`config.mk`:
```
export PLATFORM = sky130hd
export DESIGN_NAME = score_keeper_flat
export DESIGN_NICKNAME = d
export VERILOG_FILES = /design/src/rtl/score_pkg.sv /design/src/rtl/score_keeper_if.sv /design/src/rtl/edge_detect.sv /design/src/rtl/score_keeper.sv /design/src/flat_wrapper.sv
export SDC_FILE = /design/constraint.sdc
export NUM_CORES = 1
export LEC_CHECK = 0
export ABC_AREA = 0
export ABC_CLOCK_PERIOD_IN_PS = 5400
export CAP_MARGIN = 40
export CELL_PAD_IN_SITES_DETAIL_PLACEMENT = 1
export CELL_PAD_IN_SITES_GLOBAL_PLACEMENT = 2
export CORE_ASPECT_RATIO = 0.75
export CORE_MARGIN = 1
export CORE_UTILIZATION = 33
export DETAILED_ROUTE_END_ITERATION = 10
export GPL_ROUTABILITY_DRIVEN = 0
export PLACE_DENSITY = 0.94
export SYNTH_ARGS = -nofsm -noshare
export SYNTH_HDL_FRONTEND = slang
export SYNTH_SLANG_ARGS = --single-unit
export TNS_END_PERCENT = 30
```
`constraint.sdc`:
```
create_clock -name clk -period 5.4 [get_ports clk]
set_input_delay 1.08 -clock clk [delete_from_list [all_inputs] [get_ports clk]]
set_output_delay 1.08 -clock clk [all_outputs]
set_load 0.1 [all_outputs]
```
`src/rtl/score_pkg.sv`:
```
// Shared types and default constants for the score keeper.
package score_pkg;

    typedef enum logic [1:0] {
        IDLE = 2'd0,
        PLAY = 2'd1,
        OVER = 2'd2
    } state_t;

    localparam int DEF_MAX_SCORE = 99;
    localparam int DEF_LIVES     = 3;

    // Saturating increment used for the score byte.
    function automatic logic [7:0] sat_inc(input logic [7:0] val, input logic [7:0] max_val);
        return (val < max_val) ? val + 8'd1 : max_val;
    endfunction

endpackage

```
`src/rtl/score_keeper_if.sv`:
```
// Game-logic side bundle of the score keeper: event levels in, display values out.
interface score_keeper_if;
    logic       start;
    logic       point;
    logic       miss;
    logic [7:0] score;
    logic [7:0] hiscore;
    logic [1:0] lives;
    logic       playing;
    logic       new_hi;

    modport master (
        output start, point, miss,
        input  score, hiscore, lives, playing, new_hi
    );

    modport slave (
        input  start, point, miss,
        output score, hiscore, lives, playing, new_hi
    );
endinterface

```
`src/rtl/edge_detect.sv`:
```
// Rising-edge detector with a registered single-cycle pulse.
// History resets to 1 so a level already high out of reset never fires.
module edge_detect (
    input  logic clk,
    input  logic rst_n,
    input  logic din,
    output logic rise
);

    logic hist;

    // Track the previous level and register the rise pulse.
    always_ff @(posedge clk) begin
        if (!rst_n) begin
            hist <= 1'b1;
            rise <= 1'b0;
        end else begin
            hist <= din;
            rise <= din & ~hist;
        end
    end

endmodule

```
`src/rtl/score_keeper.sv`:
```
// Score keeper: counts points, tracks lives, latches the high score.
// Optional lives counter is built when SCORE_KEEPER_LIVES_EN is defined;
// otherwise any miss ends the game and lives reads constant 0.
//
// state | meaning
// IDLE  | after reset, waiting for the first start
// PLAY  | game in progress, points and misses counted
// OVER  | game finished, score held for display
module score_keeper
    import score_pkg::*;
#(
    parameter int MAX_SCORE = DEF_MAX_SCORE,
    parameter int LIVES     = DEF_LIVES
) (
    input  logic           clk,
    input  logic           rst_n,
    score_keeper_if.slave  bus
);

    if (MAX_SCORE < 1 || MAX_SCORE > 255) begin : g_bad_max
        $error("score_keeper: MAX_SCORE out of range 1..255");
    end
    if (LIVES < 1 || LIVES > 3) begin : g_bad_lives
        $error("score_keeper: LIVES out of range 1..3");
    end

    localparam logic [7:0] MAX8 = 8'(MAX_SCORE);

    logic start_r, point_r, miss_r;

    edge_detect u_start (.clk(clk), .rst_n(rst_n), .din(bus.start), .rise(start_r));
    edge_detect u_point (.clk(clk), .rst_n(rst_n), .din(bus.point), .rise(point_r));
    edge_detect u_miss  (.clk(clk), .rst_n(rst_n), .din(bus.miss),  .rise(miss_r));

    state_t     state_q, state_d;
    logic [7:0] score_q, score_d;
    logic [7:0] hi_q, hi_d;
    logic       new_hi_q, new_hi_d;
    logic       playing_q;
    logic [7:0] s_next;
    logic       game_over;

`ifdef SCORE_KEEPER_LIVES_EN
    localparam logic [1:0] LIVES2 = 2'(LIVES);
    logic [1:0] lives_q, lives_d;

    // Lives counter register.
    always_ff @(posedge clk) begin
        if (!rst_n) begin
            lives_q <= LIVES2;
        end else begin
            lives_q <= lives_d;
        end
    end

    // Next lives value and whether this miss ends the game.
    always_comb begin
        lives_d   = lives_q;
        game_over = 1'b0;
        if ((state_q == IDLE || state_q == OVER) && start_r) begin
            lives_d = LIVES2;
        end else if (state_q == PLAY && miss_r) begin
            if (lives_q > 2'd1) begin
                lives_d = lives_q - 2'd1;
            end else begin
                lives_d   = 2'd0;
                game_over = 1'b1;
            end
        end
    end

    assign bus.lives = lives_q;
`else
    // Without a lives counter, every miss in play ends the game.
    always_comb begin
        game_over = (state_q == PLAY) && miss_r;
    end

    assign bus.lives = 2'd0;
`endif

    // State and score registers.
    always_ff @(posedge clk) begin
        if (!rst_n) begin
            state_q   <= IDLE;
            score_q   <= 8'd0;
            hi_q      <= 8'd0;
            new_hi_q  <= 1'b0;
            playing_q <= 1'b0;
        end else begin
            state_q   <= state_d;
            score_q   <= score_d;
            hi_q      <= hi_d;
            new_hi_q  <= new_hi_d;
            playing_q <= (state_d == PLAY);
        end
    end

    // Next-state, score and high-score logic. A point in the same cycle as a
    // game-ending miss is counted before the high-score comparison.
    always_comb begin
        state_d  = state_q;
        score_d  = score_q;
        hi_d     = hi_q;
        new_hi_d = new_hi_q;
        s_next   = point_r ? sat_inc(score_q, MAX8) : score_q;
        case (state_q)
            IDLE, OVER: begin
                if (start_r) begin
                    state_d  = PLAY;
                    score_d  = 8'd0;
                    new_hi_d = 1'b0;
                end
            end
            PLAY: begin
                score_d = s_next;
                if (game_over) begin
                    state_d = OVER;
                    if (s_next > hi_q) begin
                        hi_d     = s_next;
                        new_hi_d = 1'b1;
                    end else begin
                        new_hi_d = 1'b0;
                    end
                end
            end
            default: begin
                state_d = IDLE;
            end
        endcase
    end

    assign bus.score   = score_q;
    assign bus.hiscore = hi_q;
    assign bus.playing = playing_q;
    assign bus.new_hi  = new_hi_q;

endmodule
```
`src/flat_wrapper.sv`:
```
// flat-port wrapper written by rule: the top's interface ports become plain ports
module score_keeper_flat import score_pkg::*;
#(
    parameter int MAX_SCORE = DEF_MAX_SCORE,
    parameter int LIVES     = DEF_LIVES
)
  (clk, rst_n, bus_start, bus_point, bus_miss, bus_score, bus_hiscore, bus_lives, bus_playing, bus_new_hi);
  score_keeper_if bus_i ();
  input  logic clk;
  input  logic rst_n;
  input wire logic [$bits(bus_i.start)-1:0] bus_start;
  input wire logic [$bits(bus_i.point)-1:0] bus_point;
  input wire logic [$bits(bus_i.miss)-1:0] bus_miss;
  output wire logic [$bits(bus_i.score)-1:0] bus_score;
  output wire logic [$bits(bus_i.hiscore)-1:0] bus_hiscore;
  output wire logic [$bits(bus_i.lives)-1:0] bus_lives;
  output wire logic [$bits(bus_i.playing)-1:0] bus_playing;
  output wire logic [$bits(bus_i.new_hi)-1:0] bus_new_hi;
  assign bus_i.start = bus_start;
  assign bus_i.point = bus_point;
  assign bus_i.miss = bus_miss;
  assign bus_score = bus_i.score;
  assign bus_hiscore = bus_i.hiscore;
  assign bus_lives = bus_i.lives;
  assign bus_playing = bus_i.playing;
  assign bus_new_hi = bus_i.new_hi;
  score_keeper #(.MAX_SCORE(MAX_SCORE), .LIVES(LIVES)) u_core (.clk(clk), .rst_n(rst_n), .bus(bus_i));
endmodule
```
== Word level (Yosys, flattened, before mapping) ==
Index checks and enable logic that the tools add are counted.

* Flip-flop bits (word level): 26
* Output and inout port bits: 20
* Input port bits: 5

* Bitwise gates (word level): 6
* Equality and inequality tests: 5
* $lt $le $gt $ge: 2
* Mux-type cells: 11
* Reductions and logical operators: 7
* Add/sub/neg operators: 1

{| class="wikitable"
|+ Operator list
! operator !! number
|-
| 8-bit two-way mux || 3
|-
| 8-bit case mux with 2 select lines || 1
|-
| 8-bit by 1-bit adder with 8-bit output (second input constant) || 1
|-
| 8-bit > comparator || 1
|-
| 8-bit by 7-bit < comparator with 1-bit output (second input constant) || 1
|-
| 3-bit AND reduction || 2
|-
| 2-bit by 1-bit == test with 1-bit output (second input constant) || 2
|-
| 2-bit two-way mux || 2
|-
| 2-bit case mux with 2 select lines || 1
|-
| 1-bit AND || 3
|-
| 1-bit two-way mux || 3
|-
| 1-bit NOT || 3
|-
| 2-bit == test (second input constant) || 1
|-
| 2-bit zero test || 1
|-
| 2-bit by 1-bit != test with 1-bit output (second input constant) || 1
|-
| 2-bit != test (second input constant) || 1
|-
| 1-bit case mux with 2 select lines || 1
|-
| 2-bit AND reduction || 1
|-
| 2-bit nonzero test || 1
|-
| 2-bit OR reduction || 1
|-
| 1-bit logical AND || 1
|}

== Logic depth before layout (Yosys ltp) ==
Gate-level depths: netlist (run 1).

* Depth in word-level cells: 7
* Gate-level depth with buffers: 11

== Modules after synthesis ==
Synthesis (run 1) repeated with hierarchy kept, for this count alone.

* Cells, all modules: 155
* Area total of the unflattened synthesis: 1337.5 sq um

{| class="wikitable"
|+ Modules (own cells, without submodules)
! module !! sequential area each (sq um) !! area each (sq um) !! instances !! cells an instance
|-
| score_keeper || 400.4 || 1172.4 || 1 || 143
|-
| edge_detect || 40.0 || 55.1 || 3 || 4
|}

== Worst setup path after synthesis (run 1) ==
No wires, ideal clock.

* Path type: flip-flop to flip-flop
* Start point: register u_core.score_q[0] (netlist: u_core.bus.score[0])
* End point: register u_core.hi_q[0] (netlist: u_core.bus.hiscore[0])
* Path buffers: 1
* Slack: 2.094 ns
* Required time: 5.329 ns
* Data arrival time: 3.235 ns
* Stages on the path, launching flop included: 12
* Setup time: 0.071 ns
* Path through: dfxtp_1 ha_1 or4_4 a31oi_2 o211ai_1 ha_1 a21oi_1 o21a_1 and2_1 clkbuf_1 or3_1 a21oi_1

* Word-level cells in the longest chain between the ends: 5
* Elaborated cells on any way between the ends: 6
* Those cells by class: 1 x add/sub; 2 x order compare; 2 x mux; 1 x reduce/logical

{| class="wikitable"
|+ Ends and longest elaborated chain
! item !! RTL line !! text
|-
| start: declaration || score_keeper.sv:36 || <nowiki>logic [7:0] score_q, score_d;</nowiki>
|-
| start signal: assignment || score_keeper.sv:92 || <nowiki>score_q <= score_d;</nowiki>
|-
| 8-bit by 1-bit adder with 8-bit output or 8-bit by 7-bit < comparator with 1-bit output (tied branches) || score_pkg.sv:15 || <nowiki>return (val < max_val) ? val + 8'd1 : max_val;</nowiki>
|-
| 8-bit two-way mux (*) || score_pkg.sv:15 ||
|-
| 8-bit two-way mux (*) || score_keeper.sv:106 || <nowiki>s_next = point_r ? sat_inc(score_q, MAX8) : score_q;</nowiki>
|-
| via u_core.s_next[5] || score_keeper.sv:40 || <nowiki>logic [7:0] s_next;</nowiki>
|-
| 8-bit > comparator (*) || score_keeper.sv:119 || <nowiki>if (s_next > hi_q) begin</nowiki>
|-
| 3-bit AND reduction (no source line) (*) || n/a ||
|-
| end signal: assignment || score_keeper.sv:93 || <nowiki>hi_q <= hi_d;</nowiki>
|-
| end: declaration || score_keeper.sv:37 || <nowiki>logic [7:0] hi_q, hi_d;</nowiki>
|}

The timed path passes the listed nets; every way through them passes the cells marked *.
A chain may end at the register's enable or synchronous reset.

== Worst setup path after layout (run 1) ==
* Start point: register u_core.score_q[0] (netlist: u_core.bus.score[0])
* End point: register u_core.hi_q[4] (netlist: u_core.bus.hiscore[4])

The elaborated chain is that of the path after synthesis.

==> results.yml, run 1 <==
clock_network:
  root_buffer: "clkbuf_8"
  holdBufCountCts: 0
  numClockSinks: 26
  cts_resized: 0
  cts_tree: "done"
  clk_path_buf_depth: 2
  clock_latency_ns: 0.27
  htree_levels: 1
  postCtsSetupBuffers: 0
  cts_buffers: 3
  clk_pin_slew_ns: 0.10
global_routing:
  grt_pass1_wl_microns: 6870
  overflow: 0
  grt_max_degree: 23
  grt_pass1_vias: 1415
  grt_use_total_pct: 19.4
  grt_antenna_before_repair: 0
logic_synthesis:
  synth_top_cell_area_share_pct: 37.2
  synth_cell_types: 39
  yosysMostFrequentCell: "dfxtp_1"
  synthTopCellsByCount: "26 x dfxtp_1, 14 x a21oi_1, 12 x inv_1"
  syn_inst: 160
  synth-edff-count: 0
  synth_warnings: 0
  netlist_area_sq_um: 1400
  async_reset_ff_share_pct: 0
  synth_top_area_cell: "dfxtp_1"
  yosysSeqAreaShare_pct: 37.2
  avgSynthCellArea_sq_um: 8.75
  synthTopCellsByArea: "dfxtp_1 37%, ha_1 8.0%, a21oi_1 5.0%"
  ys_ff_latch: 26
  synth-main-ff-cell: "dfxtp_1"
placement:
  place_inst: 248
  dpl-instance-area_sq_um: 1920
  io_buffers: 22
  post-dp-hpwl_microns: 3010
floorplanning:
  die-area_sq_um: 4510
  die_x_microns: 77.2
  ioPinCount: 25
  core_sq_um: 4050
  die_h_microns: 58.4
  start_util_pct: 34.5
  rows: 20
drt:
  vias_per_cell: 5.34
  routed_wl_microns: 4140
  firstDrtPassIters: 4
  ant_nets: 0
  drtIter0Drc: 32
  drc: 0
  vias: 1345
  wire_per_inst_microns: 16.4
finish:
  drive_gt1_share_pct: 17.8
  diodes: 0
  finalNonFillerCells: 252
  finalNetCount: 212
  multi_input_area_sq_um: 792
  area_delta_synth_final_pct: 42.0
  design_area_sq_um: 1990
  fillerInstances: 475
  regArea_sq_um: 520
setup_path:
  worstPathRequired_ns: 5.60
  worst_setup_path_start_kind: "register"
  worstPathArrival_ns: 3.59
  critPathKind: "reg -> reg"
  cp-end-kind: "register"
  cp_max_fo: 8
outcome:
  status: "complete, no violations"
timing:
  slew_headroom_pct: 41.8
  final-setup-viol-count: 0
  finalCritPeriodShare_pct: 62.7
  fin_worst_skew_ns: 0.00859
  worstMarginPinSlew_ns: 0.872
  maxSlewViolCount: 0
  fmax_mhz: 295
  period_needed_ns: 3.39
  setup_tns_ns: 0
  hold_viol: 0
  rsz0062_at_grt: "no"
min_path:
  hp-class: "reg -> reg"
pwr:
  power-per-cell-area_nw_per_um2: 193
  p_leak_nw: 0.723
  ir_worst_vdd_mv: 0.146
run:
  maxCapViolCount: 0
==> sequential cells by signal, indices dropped and copies added, names as in the netlist <==
register and flops:
u_core.bus.hiscore 8, u_core.bus.new_hi 1, u_core.bus.playing 1, u_core.bus.score 8, u_core.state_q 2, u_core.u_miss.hist 1, u_core.u_miss.rise 1, u_core.u_point.hist 1
u_core.u_point.rise 1, u_core.u_start.hist 1, u_core.u_start.rise 1
==> through the flow <==
| step | utilization, % | hold slack (ns) | total power, mW | worst slack, ns |
|---|---|---|---|---|
| 6_report | 49.0 | 0.395 | 0.383 | 2.01 |
| 5_1_grt | 49.0 | 0.406 | 0.400 | 1.82 |
| 4_1_cts | 49.0 | 0.402 | 0.388 | 2.03 |
| 3_5_place_dp | 47.3 | 0.388 | 0.225 | 2.07 |
| 3_3_place_gp | 40.6 | 0.380 | 0.223 | 2.32 |
| 2_1_floorplan | - | 0.373 | 0.219 | 2.09 |
==> metal layers <==
layer  up-vias  global-route usage, %  part of all wire, %
met1       663                   22.4                   44
met4         0                   4.04                 0.82
met3         4                   4.03                  3.1
li1        645                      -                    -
met5         -                      0                    0
met2        33                   37.5                   52
==> layout by cell type (no fill, tap or decap) <==
| cell type | instances |
|---|---|
| conb_1 | 2 |
| a21oi_2 | 1 |
| a31oi_1 | 2 |
| nor3_1 | 9 |
| a22oi_1 | 7 |
| o21a_1 | 1 |
| a21oi_1 | 14 |
| mux2i_1 | 3 |
| nor2_1 | 9 |
| nand2_1 | 10 |
| or3_1 | 3 |
| nand4_1 | 3 |
| nand2b_1 | 5 |
| dfxtp_1 | 26 |
| o2bb2ai_2 | 2 |
| a2bb2oi_4 | 1 |
| bufinv_16 | 1 |
| inv_1 | 12 |
| a31o_2 | 1 |
| o21ai_0 | 5 |
| nor3b_1 | 3 |
| nor2b_1 | 4 |
| a32oi_1 | 1 |
| a22o_2 | 1 |
| a31oi_2 | 1 |
| clkdlybuf4s50_1 | 22 |
| clkbuf_8 | 3 |
| and2_1 | 2 |
| o211ai_1 | 4 |
| or4_4 | 1 |
| buf_8 | 18 |
| nor3_2 | 2 |
| o21ai_1 | 1 |
| or2_2 | 1 |
| ha_1 | 9 |
| nand3_1 | 5 |
| a31o_4 | 1 |
| o21ai_2 | 1 |
==> path summary, 6_finish.rpt <==
check,startpoint,to,slack (ns),cells past startpoint
setup reg to reg,u_core.bus.score[0]$_SDFFE_PN0P_,u_core.bus.hiscore[4]$_SDFFE_PN0P_,2.01,10
setup / recovery,u_core.bus.score[0]$_SDFFE_PN0P_,u_core.bus.hiscore[4]$_SDFFE_PN0P_,2.01,10
hold / removal,u_core.u_miss.hist$_SDFF_PN1_,u_core.u_miss.rise$_SDFF_PN0_,0.40,1
hold reg to reg,u_core.u_miss.hist$_SDFF_PN1_,u_core.u_miss.rise$_SDFF_PN0_,0.40,1
==> worst max-delay path, stage by stage, from the launching register on <==
cell	delay (ns)
dfxtp_1	0.37
ha_1	0.27
or4_4	0.45
a31oi_2	0.30
a31oi_1	0.21
ha_1	0.36
nor2b_1	0.15
o211ai_1	0.13
a31oi_1	0.67
a21oi_1	0.20
nor3_2	0.19
==> report_power, final <==
group	leakage [nW]	switching, mW	internal, mW
Clock	0.0357	0.0629	0.0992
Combinational	0.477	0.0179	0.00736
Sequential	0.211	0.00167	0.194
==> kinds of logic after synthesis <==
kind of cell / synth area share (%)
other: 0.268
flip-flops: 37.2
buffers and inverters: 6.52
adder cells (fa/ha/maj): 8.04
multiplexers: 2.14
AND/OR/NAND/NOR: 22.0
AO/OA/AOI/OAI: 23.9
==> cell type report <==
type                    count  area share, %
inverters                  12           2.27
well taps                  55           3.46
clock buffers               3           2.08
repair buffers             40           24.7
flip-flops and latches     26           26.2
multi-input cells         115           39.8
clock inverters             1           1.51
Power figures use the tool's default switching activity.
==> run 2: changes to the inputs <==
--- a/config.mk
+++ b/config.mk
@@ -6,16 +6,16 @@
 export NUM_CORES = 1
 export LEC_CHECK = 0
 export ABC_AREA = 0
-export ABC_CLOCK_PERIOD_IN_PS = 5400
+export ABC_CLOCK_PERIOD_IN_PS = 3000
 export CAP_MARGIN = 40
 export CELL_PAD_IN_SITES_DETAIL_PLACEMENT = 1
 export CELL_PAD_IN_SITES_GLOBAL_PLACEMENT = 2
 export CORE_ASPECT_RATIO = 0.75
 export CORE_MARGIN = 1
-export CORE_UTILIZATION = 33
+export CORE_UTILIZATION = 28
 export DETAILED_ROUTE_END_ITERATION = 10
 export GPL_ROUTABILITY_DRIVEN = 0
-export PLACE_DENSITY = 0.94
+export PLACE_DENSITY = 0.86
 export SYNTH_ARGS = -nofsm -noshare
 export SYNTH_HDL_FRONTEND = slang
 export SYNTH_SLANG_ARGS = --single-unit
==> constraint.sdc (replaced) <==
create_clock -name clk -period 3 [get_ports clk]
set_input_delay 0.6 -clock clk [delete_from_list [all_inputs] [get_ports clk]]
set_output_delay 0.6 -clock clk [all_outputs]
set_load 0.1 [all_outputs]
==> run 2 against run 1 <==
  * Design area down 9.3%
  * Hold slack got worse by 0.0028 ns
  * Clock-buffer cell count up 1
  * Combinational power up 83%
  * Sequential share of layout area increased by 3.3 points
  * Register-to-register slack lost 2.0 ns
  * Utilization fell by 10 points
  * Via count decreased by 3.6%
  * Clock skew down 0.0015 ns
  * Fmax rose by 15%
  * Global-route usage down 3.7 points
  * Critical endpoint is now u_core.bus.hiscore[0]$_SDFFE_PN0P_
==> results.yml, run 2 (same netlist as run 1, synthesis figures left out) <==
global_routing:
  grt_max_degree: 23
  grt_antenna_before_repair: 0
  grt_pass1_vias: 1304
  overflow: 0
  grt_use_total_pct: 15.8
  grt_pass1_wl_microns: 6600
run:
  maxCapViolCount: 0
placement:
  pre_cts_ws_ns: 0.0464
  dpl-instance-area_sq_um: 1660
  io_buffers: 22
  post-dp-hpwl_microns: 2960
  place_inst: 238
timing:
  fin_worst_skew_ns: 0.00709
  rsz0062_at_grt: "yes"
  finalCritPeriodShare_pct: 98.2
  fmax_mhz: 339
  worstMarginPinSlew_ns: 0.775
  hold_viol: 0
  period_needed_ns: 2.95
  slew_headroom_pct: 48.3
  maxSlewViolCount: 0
  setup_tns_ns: 0
  hold_ws_ns: 0.393
  fin_ws_ns: 0.0536
  final-setup-viol-count: 0
clock_network:
  root_buffer: "clkbuf_8"
  cts_buffers: 3
  cts_tree: "done"
  clock_latency_ns: 0.28
  holdBufCountCts: 0
  numClockSinks: 26
  clk_pin_slew_ns: 0.10
  htree_levels: 1
  clk_path_buf_depth: 2
pwr:
  p_switching_mw: 0.153
  switching_share_pct: 24.2
  p_leak_nw: 0.689
  power-per-cell-area_nw_per_um2: 350
  power_frac_clock_pct: 37.2
  finalPower_mw: 0.631
  p_int_mw: 0.478
  combPwrFrac_pct: 7.4
  pwr-share-seq_pct: 55.4
  ir_worst_vdd_mv: 0.167
finish:
  final_cell_mix: "27 x buf_4, 21 x dfxtp_1, 12 x inv_1"
  drive_gt1_share_pct: 30.2
  finalNonFillerCells: 246
  post-route-util_pct: 39.0
  final_common_cell: "buf_4"
  fillerInstances: 529
  finalNetCount: 204
  area_delta_synth_final_pct: 28.9
  design_area_sq_um: 1800
  diodes: 0
setup_path:
  cpMaxStageDelayCell: "or4_4"
  worstPathArrival_ns: 3.16
  worst_setup_path_start_kind: "register"
  worst-path-buf-inv: 0
  critPathKind: "reg -> reg"
  cp-end-kind: "register"
  critical-path-top-delay-family: "compound AO/OA/AOI/OAI gates"
  r2r_setup_slack_ns: 0.05
  path_cells: "ha_4 > or4_4 > a31o_4 > a2bb2oi_4 > ha_1 > nand4_1 > o211ai_1 > a31o_2 > or3_4 > a21oi_2"
  cp_max_fo: 6
  worstPathRequired_ns: 3.21
  cpPeakStageDelay_ns: 0.45
floorplanning:
  core_sq_um: 4620
  die-area_sq_um: 5290
  start_util_pct: 30.3
  die_h_microns: 63.2
  ioPinCount: 25
  die_x_microns: 83.7
  rows: 21
min_path:
  hp-class: "reg -> reg"
drt:
  vias_per_cell: 5.27
  routed_wl_microns: 4000
  vias: 1296
  wire_per_inst_microns: 16.3
  drtIter0Drc: 48
  firstDrtPassIters: 4
  ant_nets: 0
  drc: 0
outcome:
  status: "complete, no violations"
[run 2: cell types whose count changed in the layout (fill, tap and decap cells not counted), moves of 2 or more]
| cell | previous run | this run |
|---|---|---|
| a21oi_1 | 14 | 10 |
| a21oi_2 | 1 | 5 |
| buf_4 | 0 | 27 |
| buf_8 | 18 | 0 |
| clkdlybuf4s50_1 | 22 | 4 |
| dfxtp_1 | 26 | 21 |
| dfxtp_2 | 0 | 3 |
| dfxtp_4 | 0 | 2 |
[run 2: layout make-up]
| type | count | area (sq um) | share of cell area [%] |
|---|---|---|---|
| clock buffers | 4 | 55.1 | 3.05 |
| inverters | 12 | 45.0 | 2.50 |
| multi-input cells | 116 | 858 | 47.6 |
| flip-flops and latches | 26 | 532 | 29.5 |
| well taps | 57 | 71.3 | 3.95 |
| repair buffers | 31 | 243 | 13.5 |
[run 2: repair_timing]
action                     4_1_cts  5_1_grt
pin swaps                        0       11
gates resized for setup          1       12
buffers inserted                 0        3
cloned                           0        1
setup endpoints to repair        1        9
[run 2: per-layer routing]
layer  global-route usage [%]  routed length, microns  vias up
met5                        0                       0        -
met4                     4.45                      23        0
met3                     3.15                     133        2
met2                     25.4                    1850       23
met1                     21.4                    1990      642
li1                         -                       -      629
[run 2: power by group through the flow]
stage                     clock, mW  combinational (mW)  sequential [mW]
after detailed placement          0              0.0463            0.359
final                         0.235              0.0464            0.350
after global placement            0              0.0450            0.359
after floorplan                   0              0.0300            0.363
after global routing          0.258              0.0502            0.350
after CTS                     0.248              0.0465            0.351
[run 2: path summary, 6_finish.rpt]
path                                        end  depth (start not counted)                             start
max          u_core.bus.hiscore[0]$_SDFFE_PN0P_                         10  u_core.bus.score[0]$_SDFFE_PN0P_
min               u_core.u_miss.rise$_SDFF_PN0_                          1     u_core.u_miss.hist$_SDFF_PN1_
max reg2reg  u_core.bus.hiscore[0]$_SDFFE_PN0P_                         10  u_core.bus.score[0]$_SDFFE_PN0P_
min reg2reg       u_core.u_miss.rise$_SDFF_PN0_                          1     u_core.u_miss.hist$_SDFF_PN1_
